[src/rtl/mem_arbiter_pkg.sv]
// mem_arbiter_pkg: shared CPU defines for the memory arbiter (state encoding, bus widths).
package mem_arbiter_pkg;
    localparam int AW_DEF = 32;
    localparam int DW_DEF = 32;
    typedef enum logic [1:0] {ARB, LOCK, DRAIN} arb_state_e;
endpackage

[src/rtl/mem_arbiter.sv]
// mem_arbiter: two-master round-robin arbiter for a single-port memory with m1 lock support.
module mem_arbiter
    import mem_arbiter_pkg::*;
#(
    parameter int AW = AW_DEF,
    parameter int DW = DW_DEF
) (
    input  logic          clk,
    input  logic          rst,
    input  logic          m0_req,
    input  logic          m0_we,
    input  logic [AW-1:0] m0_addr,
    input  logic [DW-1:0] m0_wdata,
    output logic          m0_gnt,
    output logic          m0_rvalid,
    output logic [DW-1:0] m0_rdata,
    input  logic          m1_req,
    input  logic          m1_we,
    input  logic          m1_lock,
    input  logic [AW-1:0] m1_addr,
    input  logic [DW-1:0] m1_wdata,
    output logic          m1_gnt,
    output logic          m1_rvalid,
    output logic [DW-1:0] m1_rdata,
    output logic          mem_ce,
    output logic          mem_we,
    output logic [AW-1:0] mem_addr,
    output logic [DW-1:0] mem_wdata,
    input  logic [DW-1:0] mem_rdata,
    output logic          cpu_hold
);
    arb_state_e state_q, state_d;
    logic last_q, last_d;
    logic rd_q, rd_d;
    logic who_q, who_d;

    // last_q=1 means m1 was granted last, so m0 wins the next tie
    always_comb begin
        state_d = state_q;
        last_d  = last_q;
        m0_gnt  = (state_q == ARB) && m0_req && (!m1_req || last_q);
        m1_gnt  = (state_q == ARB) ? m1_req && (!m0_req || !last_q) : (state_q == LOCK) && m1_req;
        unique case (state_q)
            ARB: begin
                if (m0_gnt) last_d = 1'b0;
                if (m1_gnt) begin
                    last_d = 1'b1;
                    if (m1_lock) state_d = LOCK;
                end
            end
            LOCK: begin
                last_d = 1'b1;
                if (!m1_lock) state_d = (m1_gnt && !m1_we) ? DRAIN : ARB;
            end
            default: begin
                last_d  = 1'b1;
                state_d = ARB;
            end
        endcase
    end

    assign rd_d      = (m0_gnt && !m0_we) || (m1_gnt && !m1_we);
    assign who_d     = m1_gnt;
    assign mem_ce    = m0_gnt || m1_gnt;
    assign mem_we    = m0_gnt ? m0_we    : m1_gnt ? m1_we    : 1'b0;
    assign mem_addr  = m0_gnt ? m0_addr  : m1_gnt ? m1_addr  : '0;
    assign mem_wdata = m0_gnt ? m0_wdata : m1_gnt ? m1_wdata : '0;
    assign m0_rvalid = rd_q && !who_q;
    assign m1_rvalid = rd_q && who_q;
    assign m0_rdata  = m0_rvalid ? mem_rdata : '0;
    assign m1_rdata  = m1_rvalid ? mem_rdata : '0;
    assign cpu_hold  = (m0_req && !m0_gnt) || (state_q != ARB);

    always_ff @(posedge clk or negedge rst) begin
        if (!rst) begin
            state_q <= ARB;
            last_q  <= 1'b1;
            rd_q    <= 1'b0;
            who_q   <= 1'b0;
        end else begin
            state_q <= state_d;
            last_q  <= last_d;
            rd_q    <= rd_d;
            who_q   <= who_d;
        end
    end
endmodule
[config.mk]
export PLATFORM = sky130hd
export DESIGN_NAME = mem_arbiter
export DESIGN_NICKNAME = d
export VERILOG_FILES = /design/src/rtl/mem_arbiter_pkg.sv /design/src/rtl/mem_arbiter.sv
export SDC_FILE = /design/constraint.sdc
export NUM_CORES = 1
export LEC_CHECK = 0
export ABC_AREA = 1
export ABC_CLOCK_PERIOD_IN_PS = 2700
export BUFFER_PORTS_ARGS = -buffer_cell sky130_fd_sc_hd__buf_2
export CAP_MARGIN = 20
export CORE_AREA = 2 2 118 120
export DETAILED_ROUTE_END_ITERATION = 10
export DIE_AREA = 0 0 120 122
export SLEW_MARGIN = 20
export SYNTH_ARGS = -nofsm -noshare
export SYNTH_HDL_FRONTEND = slang
export SYNTH_SLANG_ARGS = --single-unit
[constraint.sdc]
create_clock -name clk -period 2.7 [get_ports clk]
set_input_delay 0.135 -clock clk [delete_from_list [all_inputs] [get_ports clk]]
set_output_delay 0.135 -clock clk [all_outputs]
set_load 0.05 [all_outputs]
==> results of run 1 <==
==> cell families (layout without fill, tap and decap cells) <==
group,after synthesis,in the layout,share of synthesized area [%]
compound gates,2,2,0.828
buf+inv,62,352,19.7
flops,5,5,8.37
simple gates,278,278,71.1
==> registers in the layout (all words and copies together), names as in the netlist <==
name	flops
state_q	2
last_q	1
rd_q	1
who_q	1
==> metrics by stage <==
stage	hold WS [ns]	utilization (%)	cell area [um2]	total power, mW
6_report	0.143	24.0	3250	2.77
2_1_floorplan	-0.161	-	1510	2.00
3_5_place_dp	-0.0443	23.4	3160	2.54
4_1_cts	0.145	24.0	3250	2.80
3_3_place_gp	-0.0437	23.4	3160	2.55
5_1_grt	0.158	24.0	3250	2.95
==> report_power, final <==
group	total, mW	switching [mW]	internal [mW]	leakage [nW]
registers	0.123	0.0232	0.100	0.0620
clock network	0.244	0.0503	0.194	0.0409
logic	2.41	1.90	0.511	2.31
==> path summary, 6_finish.rpt <==
check                      slack, ns       start            to  cells past startpoint
setup / recovery                0.63  state_q[1]  mem_addr[25]                      7
hold / removal                  0.14       m0_we          rd_q                      2
setup reg to reg                1.58  state_q[1]         who_q                      3
hold reg to reg                 0.55      last_q        last_q                      2
max in group asynchronous       2.22         rst        last_q                      2
min in group asynchronous       0.27         rst    state_q[0]                      2
==> metal layers <==
layer / routed length [um] / GRT usage, % / share of wire, %
met3: 568 / 1.78 / 6.8
met4: 80 / 2.13 / 0.96
met5: 0 / 0 / 0
met1: 3610 / 13.4 / 43
met2: 4120 / 16.2 / 49
==> cell type report <==
class	count	area [um2]
fill	1555	10300
timing repair buffer	306	1570
inverter	42	158
clock buffer	3	75.1
tap	180	225
sequential	5	126
clock inverter	1	5.00
multi-input combinational	280	1090
==> Yosys cell counts <==
cell type  number
buf_2           4
nor2_1         67
dfrtp_1         4
clkbuf_1        6
buf_4           4
nand3b_1        1
nor3_1          1
inv_2           3
nand3_2         2
nand2_1       203
inv_1          39
nand3_1         2
nand2_2         1
buf_6           6
o211ai_1        1
nor2_4          1
o21ai_0         1
dfstp_2         1
==> flow_summary.json, run 1 <==
{
  "fin_nets": 805,
  "fp.dieH_um": 122,
  "fmaxAchievable_mhz": 483,
  "cp-start-kind": "flip-flop",
  "coreArea_um2": 13500,
  "portBuffers": 301,
  "clk_path_buf_depth": 2,
  "worst_slack_ns": 0.629,
  "outcome": "finished clean",
  "synth.avg_cell_area_um2": 4.35,
  "skew_ns": 0.000176,
  "drt_iter0_drc": 199,
  "areaGrowthSynthToFinish_pct": 115,
  "cp.arrival_ns": 1.94,
  "die_w_um": 120,
  "synth.top_cell.area_share_pct": 50.5,
  "htreeDepth": 1,
  "critPathTopFamily": "buffers and inverters",
  "timing.final.crit_share_pct": 76.7,
  "slew_violations": 0,
  "clkTransAtPathRegs_ns": 0.03,
  "io_pins": 302,
  "start_util_pct": 11.2,
  "rsz0062_at_grt": "no",
  "grtUsageTotal_pct": 9.84,
  "cap_viol_max_count": 0,
  "wl_um": 8380,
  "critPathKind": "flip-flop to output pin",
  "overflow": 0,
  "cts_resized": 0,
  "hp-class": "input port to flip-flop",
  "p_leak_nw": 2.42,
  "fin_cells": 817,
  "dp_hpwl_um": 6910,
  "dp_slack_ns": 0.854,
  "antenna_found_initial": 0,
  "worstPathCellList": "nor2_1 -> nand2_2 -> inv_2 -> buf_12 -> nand2_1 -> nand2_1 -> buf_2",
  "ir_drop_mv": 0.252,
  "setup_violations": 0,
  "cp_max_fo": 50,
  "mostFrequentLayoutCells": "buf_2 (301), nand2_1 (203), nor2_1 (67)",
  "clkLatencyLatePin_ns": 0.23,
  "vias": 2914,
  "drive_gt1_share_pct": 49.8,
  "place_inst": 812,
  "worst_path_largest_cell_delay_ns": 0.42,
  "path_buf_inv": 3,
  "gp_congestion": 0.793,
  "relSlewSlack_pct": 33.4,
  "cts_buffers": 3,
  "syn_inst": 347,
  "die_area_um2": 14600,
  "tightest_slew_ns": 0.998,
  "cts_setup_buffers": 0,
  "drc": 0,
  "seq_area_frac_synth_pct": 8.37,
  "cts_tree": "done",
  "fin_crit_ns": 2.07,
  "critPathSlowestCell": "dfrtp_1",
  "firstDrtPassIters": 4,
  "worstPathRequired_ns": 2.57,
  "ys_ff_latch": 5,
  "synth_area_leader_cell": "nand2_1",
  "netlist_area_um2": 1510,
  "cts-hold-fix-buffers": 1,
  "hold_viol": 0,
  "grt_max_degree": 67,
  "grt_pass1_vias": 2363,
  "grt_pass1_wl_um": 11600,
  "setup_tns_ns": 0,
  "rows": 43,
  "syn_nets": 514,
  "ys_top_cells_by_area": "nand2_1 (50%), nor2_1 (17%), inv_1 (9.7%), dfrtp_1 (6.6%), buf_6 (4.5%)",
  "yosys_warnings": 0,
  "cts_root_buffer": "clkbuf_16",
  "postRouteAntennaNets": 0,
  "powerDensity_nw_per_um2": 854,
  "final_common_cell": "buf_2",
  "avgRoutedWirePerCell_um": 10.3,
  "ys_types": 18,
  "cpMostUsedCell": "nand2_1",
  "antennaDiodeCount": 0,
  "clock_sinks": 5,
  "vias_per_cell": 3.57,
  "critPathCaptureType": "output pin"
}
(Power assumes the default switching activity.)
==> run 2, diff against run 1 <==
--- a/config.mk
+++ b/config.mk
@@ -5,13 +5,13 @@
 export SDC_FILE = /design/constraint.sdc
 export NUM_CORES = 1
 export LEC_CHECK = 0
-export ABC_AREA = 1
-export ABC_CLOCK_PERIOD_IN_PS = 2700
+export ABC_AREA = 0
+export ABC_CLOCK_PERIOD_IN_PS = 1900
 export BUFFER_PORTS_ARGS = -buffer_cell sky130_fd_sc_hd__buf_2
 export CAP_MARGIN = 20
-export CORE_AREA = 2 2 118 120
+export CORE_AREA = 2 2 117 119
 export DETAILED_ROUTE_END_ITERATION = 10
-export DIE_AREA = 0 0 120 122
+export DIE_AREA = 0 0 119 121
 export SLEW_MARGIN = 20
 export SYNTH_ARGS = -nofsm -noshare
 export SYNTH_HDL_FRONTEND = slang
==> constraint.sdc (replaced) <==
create_clock -name clk -period 1.9 [get_ports clk]
set_input_delay 0.095 -clock clk [delete_from_list [all_inputs] [get_ports clk]]
set_output_delay 0.095 -clock clk [all_outputs]
set_load 0.05 [all_outputs]
==> run 2 against run 1 <==
Design area increased by 2.0%. Largest power group unchanged. First-iteration DRC count decreased by 50%. Non-clock buffer count increased by 3. Clock skew increased by 0.0031 ns. Die area decreased by 1.6%. Sequential share of layout area decreased by 0.075 points. Critical endpoint is now mem_addr[18]. Worst setup slack got worse by 0.57 ns.
==> flow_summary.json, run 2 <==
{
  "grt_pass1_vias": 2321,
  "grt_pass1_wl_um": 11800,
  "syn_inst": 176,
  "grtUsageTotal_pct": 10.0,
  "areaGrowthSynthToFinish_pct": 139,
  "antenna_found_initial": 2,
  "syn_nets": 343,
  "synthMuxAreaShare_pct": 0,
  "final_area_um2": 3310,
  "yosys.area_share.simple_pct": 35.8,
  "slew_violations": 0,
  "fp.dieH_um": 121,
  "cts_root_buffer": "clkbuf_16",
  "worstPathRequired_ns": 1.80,
  "yosysMostFrequentCell": "a22o_1",
  "setup_tns_ns": 0,
  "grt_max_degree": 68,
  "clk_path_buf_depth": 2,
  "clkPwrFrac_pct": 14.6,
  "synthArstFlopShare_pct": 100,
  "ff2ff_setup_slack_ns": 0.67,
  "placed_cell_area_um2": 3040,
  "io_pins": 302,
  "yosys_warnings": 0,
  "dp_slack_ns": 0.225,
  "critPathSlowestCell": "dfstp_2",
  "p_leak_nw": 2.11,
  "reg2reg_from": "last_q",
  "top_register": "state_q",
  "worst_slack_ns": 0.0550,
  "synth_top_family_by_area": "compound AO/OA/AOI/OAI gates",
  "cp-start-kind": "flip-flop",
  "ys_top_cells_by_count": "a22o_1 (65), and2_1 (33), and3_1 (32)",
  "crit_start": "last_q",
  "worstPathCellList": "nand2b_4 -> nand3_2 -> inv_2 -> buf_12 -> a22o_1 -> buf_2",
  "drt_iter0_drc": 100,
  "tightest_slew_ns": 0.265,
  "synth-main-ff-cell": "dfrtp_1",
  "start_util_pct": 10.6,
  "cts_tree": "done",
  "synth_edf_count": 0,
  "reg2reg_depth": 3,
  "p_switching_mw": 1.42,
  "synth.avg_cell_area_um2": 7.88,
  "whs_ns": 0.0348,
  "die_w_um": 119,
  "relSlewSlack_pct": 82.1,
  "die_area_um2": 14400,
  "cap_viol_max_count": 0,
  "htreeDepth": 1,
  "vias": 2631,
  "pwr-share-comb_pct": 80.1,
  "timing.final.crit_share_pct": 97.1,
  "drive_gt1_share_pct": 67.8,
  "cp.arrival_ns": 1.75,
  "powerDensity_nw_per_um2": 731,
  "clkTransAtPathRegs_ns": 0.03,
  "largest_reg_flops": 2,
  "rows": 42,
  "skew_ns": 0.00324,
  "dp_hpwl_um": 6860,
  "hold_viol": 0,
  "fin_nets": 634,
  "postRouteAntennaNets": 0,
  "crit_path_end": "mem_addr[18]",
  "clock_sinks": 5,
  "worst_path_largest_cell_delay_ns": 0.53,
  "synthAdderAreaFrac_pct": 0,
  "swShare_pct": 58.5,
  "fmaxAchievable_mhz": 542,
  "fin_crit_ns": 1.85,
  "internal_power_mw": 1.00,
  "drc": 0,
  "setup_violations": 0,
  "firstDrtPassIters": 4,
  "clkLatencyLatePin_ns": 0.23,
  "avgRoutedWirePerCell_um": 13.9,
  "gp_congestion": 0.764,
  "synth_compound_area_share_pct": 42.8,
  "vias_per_cell": 4.09,
  "yosys.area_share.xor_xnor_pct": 0,
  "cp_max_fo": 33,
  "mostFrequentLayoutCells": "buf_2 (250), a22o_1 (65), and2_1 (33)",
  "ys_ff_latch": 5,
  "outcome": "finished clean",
  "critPathCaptureType": "output pin",
  "overflow": 0,
  "hp-class": "input port to flip-flop",
  "rr_endpoint": "who_q",
  "seqPwrFrac_pct": 5.3,
  "synth.top_cell.area_share_pct": 41.1,
  "portBuffers": 301,
  "seq_area_frac_synth_pct": 9.12,
  "netlist_area_um2": 1390,
  "cts_buffers": 3,
  "ir_drop_mv": 0.518,
  "final_common_cell": "buf_2",
  "wl_um": 8940,
  "ys_types": 25,
  "synth_area_leader_cell": "a22o_1",
  "power_mw": 2.42,
  "coreArea_um2": 13100,
  "critPathKind": "flip-flop to output pin",
  "ys_top_cells_by_area": "a22o_1 (41%), and2_1 (15%), and3_1 (14%), buf_6 (7.3%), dfrtp_1 (7.2%)"
}
run 2: cell types whose count changed in the layout (fill, tap and decap cells not counted), moves of 29 or more:
cell | before | now
nor2_1 | 67 | 1
a22o_1 | 0 | 65
and3_1 | 0 | 32
and2_1 | 0 | 33
inv_1 | 39 | 1
buf_2 | 301 | 250
nand2_1 | 203 | 2
clkbuf_4 | 0 | 29
run 2: timing repair:
action / CTS / global route
cloned: 0 / 2
hold buffers: 1 / 0
endpoints found under the setup margin: 19 / 65
setup buffers: 0 / 0
endpoints found under the hold margin: 5 / 0
gates resized for setup: 19 / 32
run 2: power groups by stage:
| stage | clock [mW] | combinational, mW | sequential (mW) |
|---|---|---|---|
| 2_1_floorplan | 0 | 1.36 | 0.132 |
| 3_3_place_gp | 0 | 1.83 | 0.130 |
| 3_5_place_dp | 0 | 1.83 | 0.131 |
| 4_1_cts | 0.358 | 1.86 | 0.129 |
| 5_1_grt | 0.362 | 2.03 | 0.131 |
| 6_report | 0.353 | 1.94 | 0.129 |
run 2: cell type report:
class                           instances  area (um2)
Timing Repair Buffer                  309        1790
Tap cell                              176         220
Fill cell                            1452        9770
Multi-Input combinational cell        146        1090
Inverter                                2        7.51
Sequential cell                         5         126
Clock buffer                            4        78.8
Antenna cell                            1        2.50
run 2: how the worst min path moves through the flow:
stage / start / end / slack [ns] / cells past startpoint
final: m1_lock / state_q[1] / 0.03 / 2
after global routing: m1_lock / state_q[1] / 0.05 / 2
after CTS: m1_lock / state_q[1] / 0.04 / 2
after detailed placement: rst / who_q / -0.07 / 1
after global placement: rst / who_q / -0.07 / 1
after floorplan: rst / rd_q / -0.20 / 0
run 2: metal layers:
layer,routed length [um],global-route usage [%]
met1,3460,12.5
met2,4520,17.0
met3,854,2.58
met4,97,2.83
met5,8,0
run 2: cell families after synthesis:
logic type | Yosys count
AO/OA/AOI/OAI | 69
buffers and inverters | 25
flip-flops | 5
AND/OR/NAND/NOR | 77
run 2: stage by stage:
| stage | instances | util [%] |
|---|---|---|
| floorplan | 176 | - |
| finish | 643 | 25.3 |
| detailed placement | 635 | 23.3 |
| global placement | 635 | 23.3 |
| CTS | 640 | 24.3 |
| global route | 643 | 25.3 |
run 2: critical path: cells and delay by family, from the launching register on:
family,cells,cell delay (ns)
buffers and inverters,3,0.58
DFF,1,0.53
and+or+nand+nor,2,0.22
AOI/OAI and AO/OA,1,0.17
==> run 3, diff against run 2 <==
--- a/config.mk
+++ b/config.mk
@@ -9,9 +9,12 @@
 export ABC_CLOCK_PERIOD_IN_PS = 1900
 export BUFFER_PORTS_ARGS = -buffer_cell sky130_fd_sc_hd__buf_2
 export CAP_MARGIN = 20
-export CORE_AREA = 2 2 117 119
+export CELL_PAD_IN_SITES_DETAIL_PLACEMENT = 1
+export CELL_PAD_IN_SITES_GLOBAL_PLACEMENT = 1
+export CORE_AREA = 2 2 116 118
 export DETAILED_ROUTE_END_ITERATION = 10
-export DIE_AREA = 0 0 119 121
+export DIE_AREA = 0 0 118 120
+export PLACE_DENSITY_LB_ADDON = 0.1
 export SLEW_MARGIN = 20
 export SYNTH_ARGS = -nofsm -noshare
 export SYNTH_HDL_FRONTEND = slang
==> run 3 against run 2 <==
Via count is essentially flat. Hold slack gained 0.011 ns. Die area shrank 1.7%. Clock skew grew 0.0019 ns. Critical endpoint is now mem_wdata[3]. Largest power group unchanged. Highest routed layer is now met4.
==> flow_summary.json, run 3 (synthesized netlist as in run 2, its figures left out) <==
{
  "outcome": "finished clean",
  "reg2reg_from": "last_q",
  "clkTransAtPathRegs_ns": 0.04,
  "hold_viol": 0,
  "setup_violations": 0,
  "rsz0062_at_grt": "no",
  "final_area_um2": 3350,
  "cts_root_buffer": "clkbuf_16",
  "fin_crit_ns": 1.81,
  "cp.arrival_ns": 1.72,
  "mostFrequentLayoutCells": "buf_2 (236), a22o_1 (65), clkbuf_4 (38)",
  "multi_input_area_um2": 1090,
  "tightest_slew_ns": 0.275,
  "dp_slack_ns": 0.183,
  "powerDensity_nw_per_um2": 732,
  "top_register": "state_q",
  "clkLatencyLatePin_ns": 0.23,
  "fmaxAchievable_mhz": 552,
  "critPathCaptureType": "output pin",
  "overflow": 0,
  "critPathKind": "flip-flop to output pin",
  "fin_nets": 636,
  "p_switching_mw": 1.43,
  "portBuffers": 301,
  "antennaDiodeCount": 0,
  "worstPathCellList": "and3b_1 -> nor2_4 -> buf_12 -> a22o_1 -> clkbuf_4",
  "start_util_pct": 10.7,
  "ir_drop_mv": 0.216,
  "cts_setup_buffers": 0,
  "internal_power_mw": 1.02,
  "drc": 0,
  "coreArea_um2": 13000,
  "worst_slack_ns": 0.0874,
  "final_common_cell": "buf_2",
  "vias_per_cell": 4.09,
  "grt_pass1_wl_um": 14100,
  "avgRoutedWirePerCell_um": 15.3,
  "postRouteAntennaNets": 0,
  "die_w_um": 118,
  "cp_max_fo": 41,
  "firstDrtPassIters": 4,
  "hp-class": "input port to flip-flop",
  "min_path_cells": 2,
  "grt_max_degree": 42,
  "clock_sinks": 5,
  "areaGrowthSynthToFinish_pct": 142,
  "postLayoutCoreUtil_pct": 25.8,
  "nFillCells": 1642,
  "seqPwrFrac_pct": 5.3,
  "io_pins": 302,
  "htreeDepth": 1,
  "largest_reg_flops": 2,
  "reg2reg_depth": 3,
  "cts_buffers": 3,
  "placed_cell_area_um2": 3030,
  "clkPwrFrac_pct": 14.5,
  "worstPathRequired_ns": 1.80,
  "clk_path_buf_depth": 2,
  "fp.dieH_um": 120,
  "grtUsageTotal_pct": 12.4,
  "antenna_found_initial": 0,
  "critPathSlowestCell": "dfstp_2",
  "rows": 42,
  "cts_tree": "done",
  "drive_gt1_share_pct": 67.9,
  "regArea_um2": 126,
  "timing.final.crit_share_pct": 95.4,
  "setup_tns_ns": 0,
  "skew_ns": 0.00518,
  "die_area_um2": 14200,
  "p_leak_nw": 2.12,
  "swShare_pct": 58.3,
  "vias": 2632,
  "hold_start": "m1_lock",
  "relSlewSlack_pct": 81.7,
  "ff2ff_setup_slack_ns": 0.71,
  "pwr-share-comb_pct": 80.1,
  "cp-start-kind": "flip-flop",
  "worst_path_largest_cell_delay_ns": 0.54,
  "dp_hpwl_um": 7850,
  "drt_iter0_drc": 57,
  "slew_violations": 0,
  "wl_um": 9860,
  "grt_pass1_vias": 2619,
  "min_to": "state_q[1]",
  "gp_congestion": 0.711,
  "rr_endpoint": "who_q",
  "cap_viol_max_count": 0
}
run 3: layout make-up:
type | instances | share of cell area, %
Timing Repair Buffer | 311 | 54.4
Multi-Input combinational cell | 146 | 32.5
Tap cell | 176 | 6.57
Sequential cell | 5 | 3.77
Clock buffer | 4 | 2.35
Inverter | 2 | 0.373
run 3: per-stage QoR:
step,power (mW),cells,hold slack [ns]
CTS,2.37,643,0.0508
detailed placement,1.97,637,-0.0796
global route,2.56,644,0.0648
global placement,1.97,637,-0.0771
floorplan,1.49,176,-0.201
finish,2.45,644,0.0460
run 3: worst max-delay path by stage:
stage / endpoint / slack, ns / depth (start not counted) / startpoint
global route: mem_wdata[17] / 0.01 / 6 / last_q
global placement: mem_addr[21] / 0.19 / 6 / last_q
finish: mem_wdata[3] / 0.09 / 5 / last_q
floorplan: m0_rdata[22] / 0.05 / 3 / who_q
detailed placement: mem_addr[21] / 0.18 / 6 / last_q
CTS: mem_addr[0] / 0.0002 / 6 / last_q
run 3: what timing repair did:
action | in CTS | in global routing
hold buffers | 1 | 0
setup endpoints to repair | 58 | 64
cloned | 1 | 1
hold endpoints to repair | 5 | 0
gates resized for setup | 9 | 82
run 3: power groups by stage:
stage | clock, mW | combinational [mW] | sequential (mW)
2_1_floorplan | 0 | 1.36 | 0.132
3_3_place_gp | 0 | 1.84 | 0.130
3_5_place_dp | 0 | 1.84 | 0.131
4_1_cts | 0.359 | 1.88 | 0.130
5_1_grt | 0.366 | 2.06 | 0.133
6_report | 0.357 | 1.97 | 0.130
run 3: metal layers:
layer	part of all wire, %	wire, um	global-route usage (%)
met5	0	0	0
met4	1.4	142	3.54
met3	7.6	747	2.71
met2	55	5410	24.0
met1	36	3550	13.3
run 3: worst max-delay path, delay by kind of cell, from the launching register on:
| kind | cells | cell delay (ns) |
|---|---|---|
| AOI/OAI and AO/OA | 1 | 0.20 |
| buffers and inverters | 2 | 0.38 |
| DFF | 1 | 0.54 |
| and+or+nand+nor | 2 | 0.33 |
